## src/rtl/spi_master_if.sv

```systemverilog
// SPI master byte handshake plus SPI pin bundle.
// The master modport is the spi_master view; the slave modport is the
// view of whatever feeds bytes in and owns the MISO line.
interface spi_master_if;
    logic       i_tx_valid;
    logic [7:0] i_tx_byte;
    logic       o_tx_ready;
    logic       i_cs_hold;
    logic       o_rx_valid;
    logic [7:0] o_rx_byte;
    logic       o_sck;
    logic       o_mosi;
    logic       i_miso;
    logic       o_cs_n;

    modport master (
        input  i_tx_valid, i_tx_byte, i_cs_hold, i_miso,
        output o_tx_ready, o_rx_valid, o_rx_byte, o_sck, o_mosi, o_cs_n
    );

    modport slave (
        output i_tx_valid, i_tx_byte, i_cs_hold, i_miso,
        input  o_tx_ready, o_rx_valid, o_rx_byte, o_sck, o_mosi, o_cs_n
    );
endinterface

```

## src/rtl/spi_master.sv

```systemverilog
// SPI mode-0 initiator, MSB first, full duplex byte transfers.
// SCK half-period is CLKS_PER_HALF_BIT system clocks; CS can be held
// low across bytes through i_cs_hold. All outputs are registered.
module spi_master #(
    parameter int unsigned CLKS_PER_HALF_BIT = 2
) (
    input  logic         i_clk,
    input  logic         i_sys_rst,
    spi_master_if.master bus
);
    localparam logic [7:0] HALF_MAX   = 8'(CLKS_PER_HALF_BIT - 1);
    localparam logic [4:0] LAST_EDGE  = 5'd16;
    localparam logic [4:0] FINAL_RISE = 5'd15;

    typedef enum logic [2:0] {IDLE, LEAD, XFER, HOLD, TRAIL} state_e;

    state_e     state_q, state_d;
    logic [7:0] half_cnt_q, half_cnt_d;
    logic [4:0] edge_cnt_q, edge_cnt_d;
    logic [7:0] tx_sr_q, tx_sr_d;
    logic [7:0] rx_sr_q, rx_sr_d;
    logic [7:0] rx_byte_q, rx_byte_d;
    logic       cs_n_q, cs_n_d;
    logic       sck_q, sck_d;
    logic       mosi_q, mosi_d;
    logic       ready_q, ready_d;
    logic       rx_valid_q, rx_valid_d;
    logic       accept;
    logic       half_done;

    assign accept    = bus.i_tx_valid && ready_q;
    assign half_done = (half_cnt_q == HALF_MAX);

    // Next-state, counter, shift-register and pin logic.
    always_comb begin
        state_d    = state_q;
        half_cnt_d = half_cnt_q;
        edge_cnt_d = edge_cnt_q;
        tx_sr_d    = tx_sr_q;
        rx_sr_d    = rx_sr_q;
        rx_byte_d  = rx_byte_q;
        cs_n_d     = cs_n_q;
        sck_d      = sck_q;
        mosi_d     = mosi_q;
        rx_valid_d = 1'b0;

        unique case (state_q)
            IDLE: begin
                cs_n_d = 1'b1;
                sck_d  = 1'b0;
                mosi_d = 1'b1;
                if (accept) begin
                    tx_sr_d    = {bus.i_tx_byte[6:0], 1'b0};
                    mosi_d     = bus.i_tx_byte[7];
                    cs_n_d     = 1'b0;
                    half_cnt_d = '0;
                    state_d    = LEAD;
                end
            end
            // CS setup time; its last cycle produces the first SCK rise.
            LEAD: begin
                if (half_done) begin
                    half_cnt_d = '0;
                    edge_cnt_d = 5'd1;
                    sck_d      = 1'b1;
                    rx_sr_d    = {rx_sr_q[6:0], bus.i_miso};
                    state_d    = XFER;
                end else begin
                    half_cnt_d = half_cnt_q + 8'd1;
                end
            end
            XFER: begin
                if (edge_cnt_q == LAST_EDGE) begin
                    rx_valid_d = 1'b1;
                    rx_byte_d  = rx_sr_q;
                    half_cnt_d = '0;
                    state_d    = TRAIL;
                end else if (half_done) begin
                    half_cnt_d = '0;
                    edge_cnt_d = edge_cnt_q + 5'd1;
                    sck_d      = !sck_q;
                    if (!sck_q) begin
                        rx_sr_d = {rx_sr_q[6:0], bus.i_miso};
                    end else if (edge_cnt_q != FINAL_RISE) begin
                        mosi_d  = tx_sr_q[7];
                        tx_sr_d = {tx_sr_q[6:0], 1'b0};
                    end
                end else begin
                    half_cnt_d = half_cnt_q + 8'd1;
                end
            end
            HOLD: begin
                if (accept) begin
                    tx_sr_d    = {bus.i_tx_byte[6:0], 1'b0};
                    mosi_d     = bus.i_tx_byte[7];
                    half_cnt_d = '0;
                    edge_cnt_d = '0;
                    state_d    = XFER;
                end else if (!bus.i_cs_hold) begin
                    half_cnt_d = '0;
                    state_d    = TRAIL;
                end
            end
            // The rx_valid cycle doubles as the first TRAIL cycle; the hold
            // decision is taken there so the no-hold path keeps its timing.
            TRAIL: begin
                if (rx_valid_q && bus.i_cs_hold) begin
                    half_cnt_d = '0;
                    state_d    = HOLD;
                end else if (half_done) begin
                    half_cnt_d = '0;
                    cs_n_d     = 1'b1;
                    mosi_d     = 1'b1;
                    state_d    = IDLE;
                end else begin
                    half_cnt_d = half_cnt_q + 8'd1;
                end
            end
            default: state_d = IDLE;
        endcase

        ready_d = (state_d == IDLE) || (state_d == HOLD);
    end

    // State and output registers with synchronous active-low reset.
    always_ff @(posedge i_clk) begin
        if (!i_sys_rst) begin
            state_q    <= IDLE;
            half_cnt_q <= '0;
            edge_cnt_q <= '0;
            tx_sr_q    <= '0;
            rx_sr_q    <= '0;
            rx_byte_q  <= '0;
            cs_n_q     <= 1'b1;
            sck_q      <= 1'b0;
            mosi_q     <= 1'b1;
            ready_q    <= 1'b0;
            rx_valid_q <= 1'b0;
        end else begin
            state_q    <= state_d;
            half_cnt_q <= half_cnt_d;
            edge_cnt_q <= edge_cnt_d;
            tx_sr_q    <= tx_sr_d;
            rx_sr_q    <= rx_sr_d;
            rx_byte_q  <= rx_byte_d;
            cs_n_q     <= cs_n_d;
            sck_q      <= sck_d;
            mosi_q     <= mosi_d;
            ready_q    <= ready_d;
            rx_valid_q <= rx_valid_d;
        end
    end

    assign bus.o_tx_ready = ready_q;
    assign bus.o_rx_valid = rx_valid_q;
    assign bus.o_rx_byte  = rx_byte_q;
    assign bus.o_sck      = sck_q;
    assign bus.o_mosi     = mosi_q;
    assign bus.o_cs_n     = cs_n_q;
endmodule
```

## src/flat_wrapper.sv

```systemverilog
// flat-port wrapper written by rule: the top's interface ports become plain ports
module spi_master_flat 
#(
    parameter int unsigned CLKS_PER_HALF_BIT = 2
)
  (i_clk, i_sys_rst, bus_i_tx_valid, bus_i_tx_byte, bus_i_cs_hold, bus_i_miso, bus_o_tx_ready, bus_o_rx_valid, bus_o_rx_byte, bus_o_sck, bus_o_mosi, bus_o_cs_n);
  spi_master_if bus_i ();
  input  logic i_clk;
  input  logic i_sys_rst;
  input wire logic [$bits(bus_i.i_tx_valid)-1:0] bus_i_tx_valid;
  input wire logic [$bits(bus_i.i_tx_byte)-1:0] bus_i_tx_byte;
  input wire logic [$bits(bus_i.i_cs_hold)-1:0] bus_i_cs_hold;
  input wire logic [$bits(bus_i.i_miso)-1:0] bus_i_miso;
  output wire logic [$bits(bus_i.o_tx_ready)-1:0] bus_o_tx_ready;
  output wire logic [$bits(bus_i.o_rx_valid)-1:0] bus_o_rx_valid;
  output wire logic [$bits(bus_i.o_rx_byte)-1:0] bus_o_rx_byte;
  output wire logic [$bits(bus_i.o_sck)-1:0] bus_o_sck;
  output wire logic [$bits(bus_i.o_mosi)-1:0] bus_o_mosi;
  output wire logic [$bits(bus_i.o_cs_n)-1:0] bus_o_cs_n;
  assign bus_i.i_tx_valid = bus_i_tx_valid;
  assign bus_i.i_tx_byte = bus_i_tx_byte;
  assign bus_i.i_cs_hold = bus_i_cs_hold;
  assign bus_i.i_miso = bus_i_miso;
  assign bus_o_tx_ready = bus_i.o_tx_ready;
  assign bus_o_rx_valid = bus_i.o_rx_valid;
  assign bus_o_rx_byte = bus_i.o_rx_byte;
  assign bus_o_sck = bus_i.o_sck;
  assign bus_o_mosi = bus_i.o_mosi;
  assign bus_o_cs_n = bus_i.o_cs_n;
  spi_master #(.CLKS_PER_HALF_BIT(CLKS_PER_HALF_BIT)) u_core (.i_clk(i_clk), .i_sys_rst(i_sys_rst), .bus(bus_i));
endmodule
```

## config.mk

```make
export PLATFORM = sky130hd
export DESIGN_NAME = spi_master_flat
export DESIGN_NICKNAME = d
export VERILOG_FILES = /design/src/rtl/spi_master_if.sv /design/src/rtl/spi_master.sv /design/src/flat_wrapper.sv
export SDC_FILE = /design/constraint.sdc
export NUM_CORES = 1
export LEC_CHECK = 0
export ABC_CLOCK_PERIOD_IN_PS = 3400
export CAP_MARGIN = 20
export CORE_MARGIN = 2
export CORE_UTILIZATION = 55
export CTS_CLUSTER_SIZE = 40
export DETAILED_ROUTE_END_ITERATION = 8
export PLACE_DENSITY = 0.79
export SYNTH_ARGS = -nofsm -noshare
export SYNTH_HDL_FRONTEND = slang
export SYNTH_SLANG_ARGS = --single-unit
```

## constraint.sdc

```tcl
create_clock -name i_clk -period 3.4 [get_ports i_clk]
set_clock_uncertainty 0.15 [all_clocks]
set_input_delay 0.68 -clock i_clk [delete_from_list [all_inputs] [get_ports i_clk]]
set_output_delay 0.68 -clock i_clk [all_outputs]
set_load 0.1 [all_outputs]
```

-- After elaboration in Yosys (flattened, before gate mapping)
Cells that the tools add are included.
- output and inout bits: 13
- input port bits: 13
- register bits after elaboration: 45
- logic and storage cells: 102
- reductions and logical operators: 23
- add/sub/neg operators: 2
- muxes and demuxes: 46
- equal/unequal tests: 20
- operator list (kind ; count):
    2-to-1 mux 8 bit ; 15
    one-hot mux 8 bit (5 select lines) ; 1
    one-hot mux 8 bit (2 select lines) ; 2
    2-to-1 mux 3 bit ; 7
    2-to-1 mux 5 bit ; 4
    != test 2 x 1 -> 1 bit, second input constant ; 8
    one-hot mux 3 bit (5 select lines) ; 1
    one-hot mux 5 bit (3 select lines) ; 1
    2-to-1 mux 1 bit ; 12
    AND reduction 5 bit ; 2
    == test 3 x 2 -> 1 bit, second input constant ; 3
    adder 8 x 1 -> 8 bit, second input constant ; 1
    == test 8 x 1 -> 1 bit, second input constant ; 1
    AND reduction 8 bit ; 1
    logical NOT 3 bit ; 2
    != test 2 bit, second input constant ; 3
    AND reduction 3 bit ; 2
    AND reduction 6 bit ; 1
    nonzero test 2 bit ; 3
    nonzero test 3 bit ; 2
    adder 5 x 1 -> 5 bit, second input constant ; 1
    == test 5 bit, second input constant ; 1
    != test 5 x 4 -> 1 bit, second input constant ; 1
    nonzero test 5 bit ; 1
    other kinds (13) ; 15

-- Depth between registers and ports, before layout
Gate-level depths: netlist of the first run.
- word-level depth: 6
- mapped depth: 8
- gate-level depth less buffers: 7

-- Worst setup path before layout of the first run
OpenSTA, ideal clock, no wires.
- path kind: register -> register
- start: register u_core.ready_q (netlist: u_core.bus.o_tx_ready)
- end: register u_core.half_cnt_q[1]
- arrival: 2.262 ns
- library setup time: 0.080 ns
- cell stages (with the launch flop): 6
- path buffers: 0
- slack: 0.908 ns
- required time: 3.170 ns
- clock period less this slack: 2.492 ns
- cell sequence: dfxtp_1 -> nand2_2 -> a31oi_1 -> o21ai_2 -> mux2_2 -> nor3b_1
- word-level cells in the longest chain between the ends: 3
- elaborated cells on any way between the ends: 6
- classes of those cells: 2 x eq/ne; 2 x mux; 2 x reduce/logical
- RTL lines (what ; RTL line ; text):
    from (decl) ; spi_master.sv:26 ; logic ready_q, ready_d;
    from (signal assigned) ; spi_master.sv:149 ; ready_q <= ready_d;
    logical AND 1 bit * ; spi_master.sv:31 ; assign accept = bus.i_tx_valid && ready_q;
    2-to-1 mux 8 bit, or another cell as far along ; spi_master.sv:93 ; if (accept) begin
    one-hot mux 8 bit (5 select lines) / AND reduction 3 bit (equally long branches) ; - ;
    to (signal assigned) ; spi_master.sv:141 ; half_cnt_q <= half_cnt_d;
    to (decl) ; spi_master.sv:18 ; logic [7:0] half_cnt_q, half_cnt_d;
Mark *: on every way between the ends. The rest lies on a longest branch, timed or not.
A chain may end at the register's enable or synchronous reset.

-- Final worst setup path of the first run
- start: register u_core.half_cnt_q[0]
- end: register u_core.tx_sr_q[2]
- word-level cells in the longest chain between the ends: 3
- RTL lines (what ; RTL line ; text):
    == test 8 x 1 -> 1 bit ; spi_master.sv:32 ; assign half_done = (half_cnt_q == HALF_MAX);
    != test 2 x 1 -> 1 bit (no line) ; - ;
    AND reduction 6 bit (no line) ; - ;
    to (signal assigned) ; spi_master.sv:143 ; tx_sr_q <= tx_sr_d;
    to (decl) ; spi_master.sv:20 ; logic [7:0] tx_sr_q, tx_sr_d;
No other way between the ends.

==> results.md, run 1 <==
- Status: finished clean
- Setup crit start kind: register
- Post-Place Cell Area: ~0.0025 sq mm
- Share of layout cells above drive strength 1: 0.125
- Fmax: between 300 and 400 MHz
- Crit path kind: register to register
- Reg2reg start: u_core.half_cnt_q[0]
- Peak VDD IR: about 0.46 mV
- Gates resized, CTS repair: 0
- Layout Cells excl Fill: approximately 330
- Postcts setup bufs: 0
- Total track usage: 0.221
- Flip-flop and latch area: between 800 and 900 sq um
- Flop pwr share: 0.493
- Placed cells: roughly 320
- Register area share after synthesis: 0.383
- Initial Utilization: 0.574
- Final Cell Area: about 0.0026 sq mm
- Port bufs: 25
- R2R cell count: 6
- Rel. slew slack: 0.444
- # DRC: 0
- Syn_area_per_cell: a little under 9 sq um
- Distinct cells, synth: 57
- Pins Over Slew Limit: 0
- Max H-tree Level: 2
- Pint: 0.789 mW
- CTS tree: yes
- GP Congestion: 0.876
- Dpl hpwl: approximately 3200 microns
- # rows: 23
- Routed vias/inst: 5.64
- Top sig layer: met4
- Yosys reg bits: between 40 and 50
- Maxcap violations: 0
- Cts bufs inserted: 5
- CP bufs+invs: 0
- Crit-path max FO: 14
- Total Wirelength: ~4600 microns
- Ys flop type: dfxtp_1
- Critical Path Stages: 6
- Final hold vios: 0
- Area growth syn-to-layout: 13.7%
- Clock latency on the worst-skew pair: ~0.3 ns
- Sink Count: between 40 and 50
- Diode count: 0
- DIE AREA: 0.00471 sq mm
- CP top delay family: compound AO/OA/AOI/OAI gates
- Final Setup Violations: 0
- Antenna-violating nets left: 0
- Mapped Area: 0.00230 sq mm
- Vias: around 1900
- IO Pins: 26
- Period minus WS final: ~2.7 ns
- Clock Tree Root: clkbuf_8
- Pwr Density: around 450 mW/mm^2
- Width of the die: just under 70 microns
- Crit share post-route: 0.791
- Synth async-reset ratio: 0
- Psw: 0.377 mW
- HP Class: register to register
- Clock network fraction of design power: 0.277
- Switching share of power: 0.323
- Hold Path Sink: u_core.rx_sr_q[7]
- Routed length on met3: between 150 and 200 microns
- Reg2reg end: u_core.tx_sr_q[2]
- Gate power share: 0.230
- Reg-to-reg slack, setup: slightly above 0.7 ns
- Iteration-0 DRC Markers: approximately 130
- EDFF count, synth: 0
- Clk buf depth: 2
- Initial antenna violation count: 0
- Setup crit end kind: register
- Global route overflow: 0
- Metal2 WL: approximately 2100 microns
- Worst Hold Depth: 2
- Multi-input gate area: between 0.001 and 0.0015 sq mm
- Post-Synthesis Cells: 260
- Critical-path top delay cell: o32ai_2
- Fin nets: 298
- Wl on met1: 2250 microns
- Hold Startpoint: u_core.rx_sr_q[7]
- First-pass GRT wire length: about 7700 microns
- Wirelength per Cell: 13.9 microns
- Vias in the first global route: between 1500 and 2000
- Slowest stage delay, CP: 0.79 ns
- Ys Warns: 0
- Worst-Margin Slew: about 0.83 ns
- Lkg Pwr: 1.09 nW
- Hold_buf cts: 0
- Largest net degree at the start of global routing: 45
- Syn nets: roughly 280
- Clock-pin slew on the worst setup and hold paths: about 0.08 ns
- Critical Path AT: around 2.7 ns
- FILL cells: between 300 and 400
- WP data required: approximately 3.4 ns
- CP Cell Sequence: ha_1, nor4b_4, nand4_1, o32ai_2, o211ai_1, o211a_1
- RSZ-0062 raised after global routing: no
- Core area: 0.00400 sq mm
- Die Height: slightly below 70 microns
- Total negative slack: 0 ns
- Drt pass-1 iters: 4
[registers in the layout, summed over array words and instances (netlist names)]
register,count
u_core.bus.o_cs_n,1
u_core.bus.o_mosi,1
u_core.bus.o_rx_byte,8
u_core.bus.o_rx_valid,1
u_core.bus.o_sck,1
u_core.bus.o_tx_ready,1
u_core.edge_cnt_q,5
u_core.half_cnt_q,8
u_core.rx_sr_q,8
u_core.state_q,3
u_core.tx_sr_q,7
[worst min-delay path: cells and delay by family, from the launching register on]
family,cells,cell delay [ns]
and+or+nand+nor,1,0.05
muxes,1,0.05
DFF,1,0.32
[cells by family (layout without fill, tap and decap cells)]
| logic type | after synthesis | count (layout) | share of synthesized area |
|---|---|---|---|
| simple gates | 107 | 107 | 0.249 |
| compound gates | 59 | 59 | 0.200 |
| flops | 44 | 44 | 0.383 |
| buf+inv | 21 | 42 | 0.0392 |
| mux | 16 | 16 | 0.0703 |
| xor+xnor | 8 | 8 | 0.0305 |
| fa+ha+maj | 5 | 5 | 0.0272 |
[power by group through the flow]
stage / clock network [mW] / registers (mW) / logic, mW
floorplan: 0 / 0.607 / 0.187
global placement: 0 / 0.584 / 0.266
detailed placement: 0 / 0.586 / 0.267
CTS: 0.332 / 0.574 / 0.268
global route: 0.355 / 0.579 / 0.295
finish: 0.323 / 0.575 / 0.268
[cell usage in the layout (no fill, tap or decap), types with 5 or more instances in the layout]
cell | Yosys | layout
nor3b_1 | 11 | 11
xor2_1 | 8 | 8
o211a_1 | 6 | 6
a21boi_0 | 10 | 10
o21ai_0 | 7 | 7
clkdlybuf4s50_1 | 0 | 12
dfxtp_1 | 44 | 44
buf_4 | 0 | 14
ha_1 | 5 | 5
inv_1 | 7 | 7
nand2_1 | 45 | 45
clkbuf_8 | 0 | 5
nor2_1 | 10 | 10
o211ai_1 | 6 | 6
mux2i_1 | 15 | 15
nand3_1 | 8 | 8
[metrics by stage]
step	hold WS [ns]	setup WS [ns]	util	total power, mW
2_1_floorplan	0.288	0.908	-	0.794
3_3_place_gp	0.300	0.678	0.631	0.850
3_5_place_dp	0.305	0.606	0.631	0.853
4_1_cts	0.318	0.743	0.653	1.17
5_1_grt	0.342	0.609	0.653	1.23
6_report	0.312	0.710	0.653	1.17
[worst max path at each step]
stage	startpoint	to	slack, ns
global placement	bus_i_tx_valid	u_core.half_cnt_q[4]	0.68
finish	u_core.half_cnt_q[0]	u_core.tx_sr_q[2]	0.71
global route	u_core.half_cnt_q[0]	u_core.tx_sr_q[2]	0.61
floorplan	u_core.bus.o_tx_ready	u_core.half_cnt_q[1]	0.91
detailed placement	bus_i_tx_valid	u_core.half_cnt_q[0]	0.61
CTS	u_core.half_cnt_q[0]	u_core.tx_sr_q[2]	0.74
[cells in the mapped netlist, types with 2 or more instances]
cell type / n / share of area
o22ai_1: 2 / 0.0054
buf_2: 3 / 0.0065
dfxtp_1: 44 / 0.38
o211a_1: 6 / 0.026
nand3_1: 8 / 0.017
o21ai_0: 7 / 0.015
a21oi_2: 2 / 0.0076
nor4b_1: 2 / 0.0076
buf_1: 2 / 0.0033
nand4_1: 4 / 0.011
inv_1: 7 / 0.011
nor2b_1: 2 / 0.0054
nor2_1: 10 / 0.016
a21o_1: 3 / 0.0098
mux2i_1: 15 / 0.065
nand2_1: 45 / 0.074
a21oi_1: 4 / 0.0087
nand2b_1: 4 / 0.011
xor2_1: 8 / 0.031
o211ai_1: 6 / 0.020
and3_1: 4 / 0.011
nor3b_1: 11 / 0.036
nor3_1: 3 / 0.0065
a221o_1: 2 / 0.0087
clkbuf_1: 7 / 0.011
a21boi_0: 10 / 0.033
o221ai_1: 2 / 0.0076
ha_1: 5 / 0.027
and2_1: 4 / 0.011
[cell type report]
cell class,count,share of cell area
clock buffer,5,0.0263
clock inverter,3,0.00718
sequential,44,0.337
timing repair buffer,26,0.0862
inverter,8,0.0115
multi-input combinational,195,0.508
tap,50,0.0239
[routing by layer]
| layer | up-vias | track usage |
|---|---|---|
| met5 | - | 0 |
| met4 | 0 | 0.0850 |
| met3 | 5 | 0.0438 |
| met2 | 36 | 0.323 |
| met1 | 855 | 0.318 |
| li1 | 972 | - |
Power figures use the tool's default switching activity.
==> inputs of run 2 (changes only) <==
- ABC_CLOCK_PERIOD_IN_PS: 3400 -> 2700
- clock period: 3.4 -> 2.7 ns (I/O delays scaled with it)
==> results.md, run 2 (synthesis results as in run 1) <==
- Status: finished clean
- Vias: just under 2000
- Rel. slew slack: 0.519
- Wirelength per Cell: approximately 14 microns
- Share of layout cells above drive strength 1: 0.146
- Largest net degree at the start of global routing: 27
- Period minus WS final: 2.26 ns
- Commonest cells after routing, fill and taps aside: 45 x nand2_1, 44 x dfxtp_1, 21 x buf_4
- Worst-Margin Slew: 0.721 ns
- Final hold vios: 0
- Fmax: 443 MHz
- Initial Utilization: 0.574
- Routed vias/inst: a little under 6
- Total track usage: 0.227
- Gates resized, CTS repair: 0
- # rows: 23
- Crit path kind: register to register
- Commonest non-fill, non-tap cell in the layout: nand2_1
- Total Wirelength: 4720 microns
- Pins Over Slew Limit: 0
- Peak VDD IR: approximately 0.39 mV
- Iteration-0 DRC Markers: 158
- Lkg Pwr: around 1.1 nW
- Gate power share: 0.224
- Total negative slack: 0 ns
- Initial antenna violation count: 0
- Psw: 0.481 mW
- Dpl hpwl: ~3400 microns
- Final Cell Area: 0.00269 sq mm
- Die Height: 68.6 microns
- IO Pins: 26
- Switching share of power: 0.305
- Final setup margin: around 0.44 ns
- Area growth syn-to-layout: 17.0%
- Pwr Density: ~600 mW/mm^2
- Pint: 1.10 mW
- Fin nets: 305
- Global route overflow: 0
- Setup crit end kind: register
- Clock Tree Root: clkbuf_8
- Post-Place Cell Area: between 0.002 and 0.003 sq mm
- Crit-path max FO: 14
- Final Setup Violations: 0
- Flop pwr share: 0.458
- Sink Count: 44
- Drt pass-1 iters: 4
- Vias in the first global route: 1699
- # DRC: 0
- Width of the die: approximately 69 microns
- Postcts setup bufs: 0
- WP data required: approximately 2.8 ns
- Final Power: approximately 1.6 mW
- Clk buf depth: 2
- Hold_buf cts: 0
- RSZ-0062 raised after global routing: no
- Clock-pin slew on the worst setup and hold paths: 0.08 ns
- Diode count: 0
- GP Congestion: approximately 0.85
- Setup crit start kind: register
- Clock latency on the worst-skew pair: 0.30 ns
- HP Class: register to register
- Hold WS: roughly 0.31 ns
- Crit share post-route: 0.835
- Core area: about 0.0040 sq mm
- Cts bufs inserted: 5
- Critical Path AT: roughly 2.3 ns
- CTS tree: yes
- DIE AREA: between 0.004 and 0.005 sq mm
- Port bufs: 25
- Clock network fraction of design power: 0.319
- First-pass GRT wire length: roughly 8100 microns
- Place WS: about 0.18 ns
- Maxcap violations: 0
- Antenna-violating nets left: 0
- Max H-tree Level: 2
run 2: cell count changes in the layout (fill, tap and decap cells not counted):
cell        previous run  this run
clkinv_4               1         0
clkinvlp_4             0         1
clkinv_2               2         1
buf_4                 14        21
bufinv_16              0         1
run 2: stage by stage:
stage                     utilization  cells
final                           0.672    338
after global routing            0.672    338
after CTS                       0.672    338
after detailed placement        0.644    330
after global placement          0.644    330
after floorplan                     -    260
run 2: power by group through the flow:
stage	Sequential, mW	Combinational (mW)	Clock (mW)
5_1_grt	0.729	0.386	0.541
6_report	0.723	0.353	0.503
2_1_floorplan	0.765	0.235	0
3_3_place_gp	0.736	0.347	0
4_1_cts	0.722	0.353	0.511
3_5_place_dp	0.738	0.352	0
run 2: worst paths after layout:
check / startpoint / endpoint / slack, ns / cells past startpoint
hold reg to reg: u_core.rx_sr_q[7] / u_core.rx_sr_q[7] / 0.31 / 2
setup / recovery: u_core.half_cnt_q[0] / u_core.tx_sr_q[2] / 0.44 / 7
hold / removal: u_core.rx_sr_q[7] / u_core.rx_sr_q[7] / 0.31 / 2
setup reg to reg: u_core.half_cnt_q[0] / u_core.tx_sr_q[2] / 0.44 / 7
run 2: critical path: stages, from the launching register on:
cell and delay [ns]:
dfxtp_1 0.45, ha_1 0.19, nor4b_4 0.33, nand4_1 0.25
o32ai_2 0.30, buf_4 0.23, o211ai_1 0.11, o211a_1 0.14
run 2: per-layer routing:
metal | routed length, microns | global-route usage | vias up
met1 | 2200 | 0.311 | 914
met5 | 0 | 0 | -
li1 | - | - | 995
met2 | 2210 | 0.346 | 48
met4 | 83 | 0.0975 | 0
met3 | 222 | 0.0455 | 10
run 2: final cells by class:
class	instances	area (sq um)
flip-flops and latches	44	881
clock inverters	3	42.5
fillers	341	1310
repair buffers	33	278
multi-input cells	195	1330
well taps	50	62.6
clock buffers	5	68.8
inverters	8	30.0
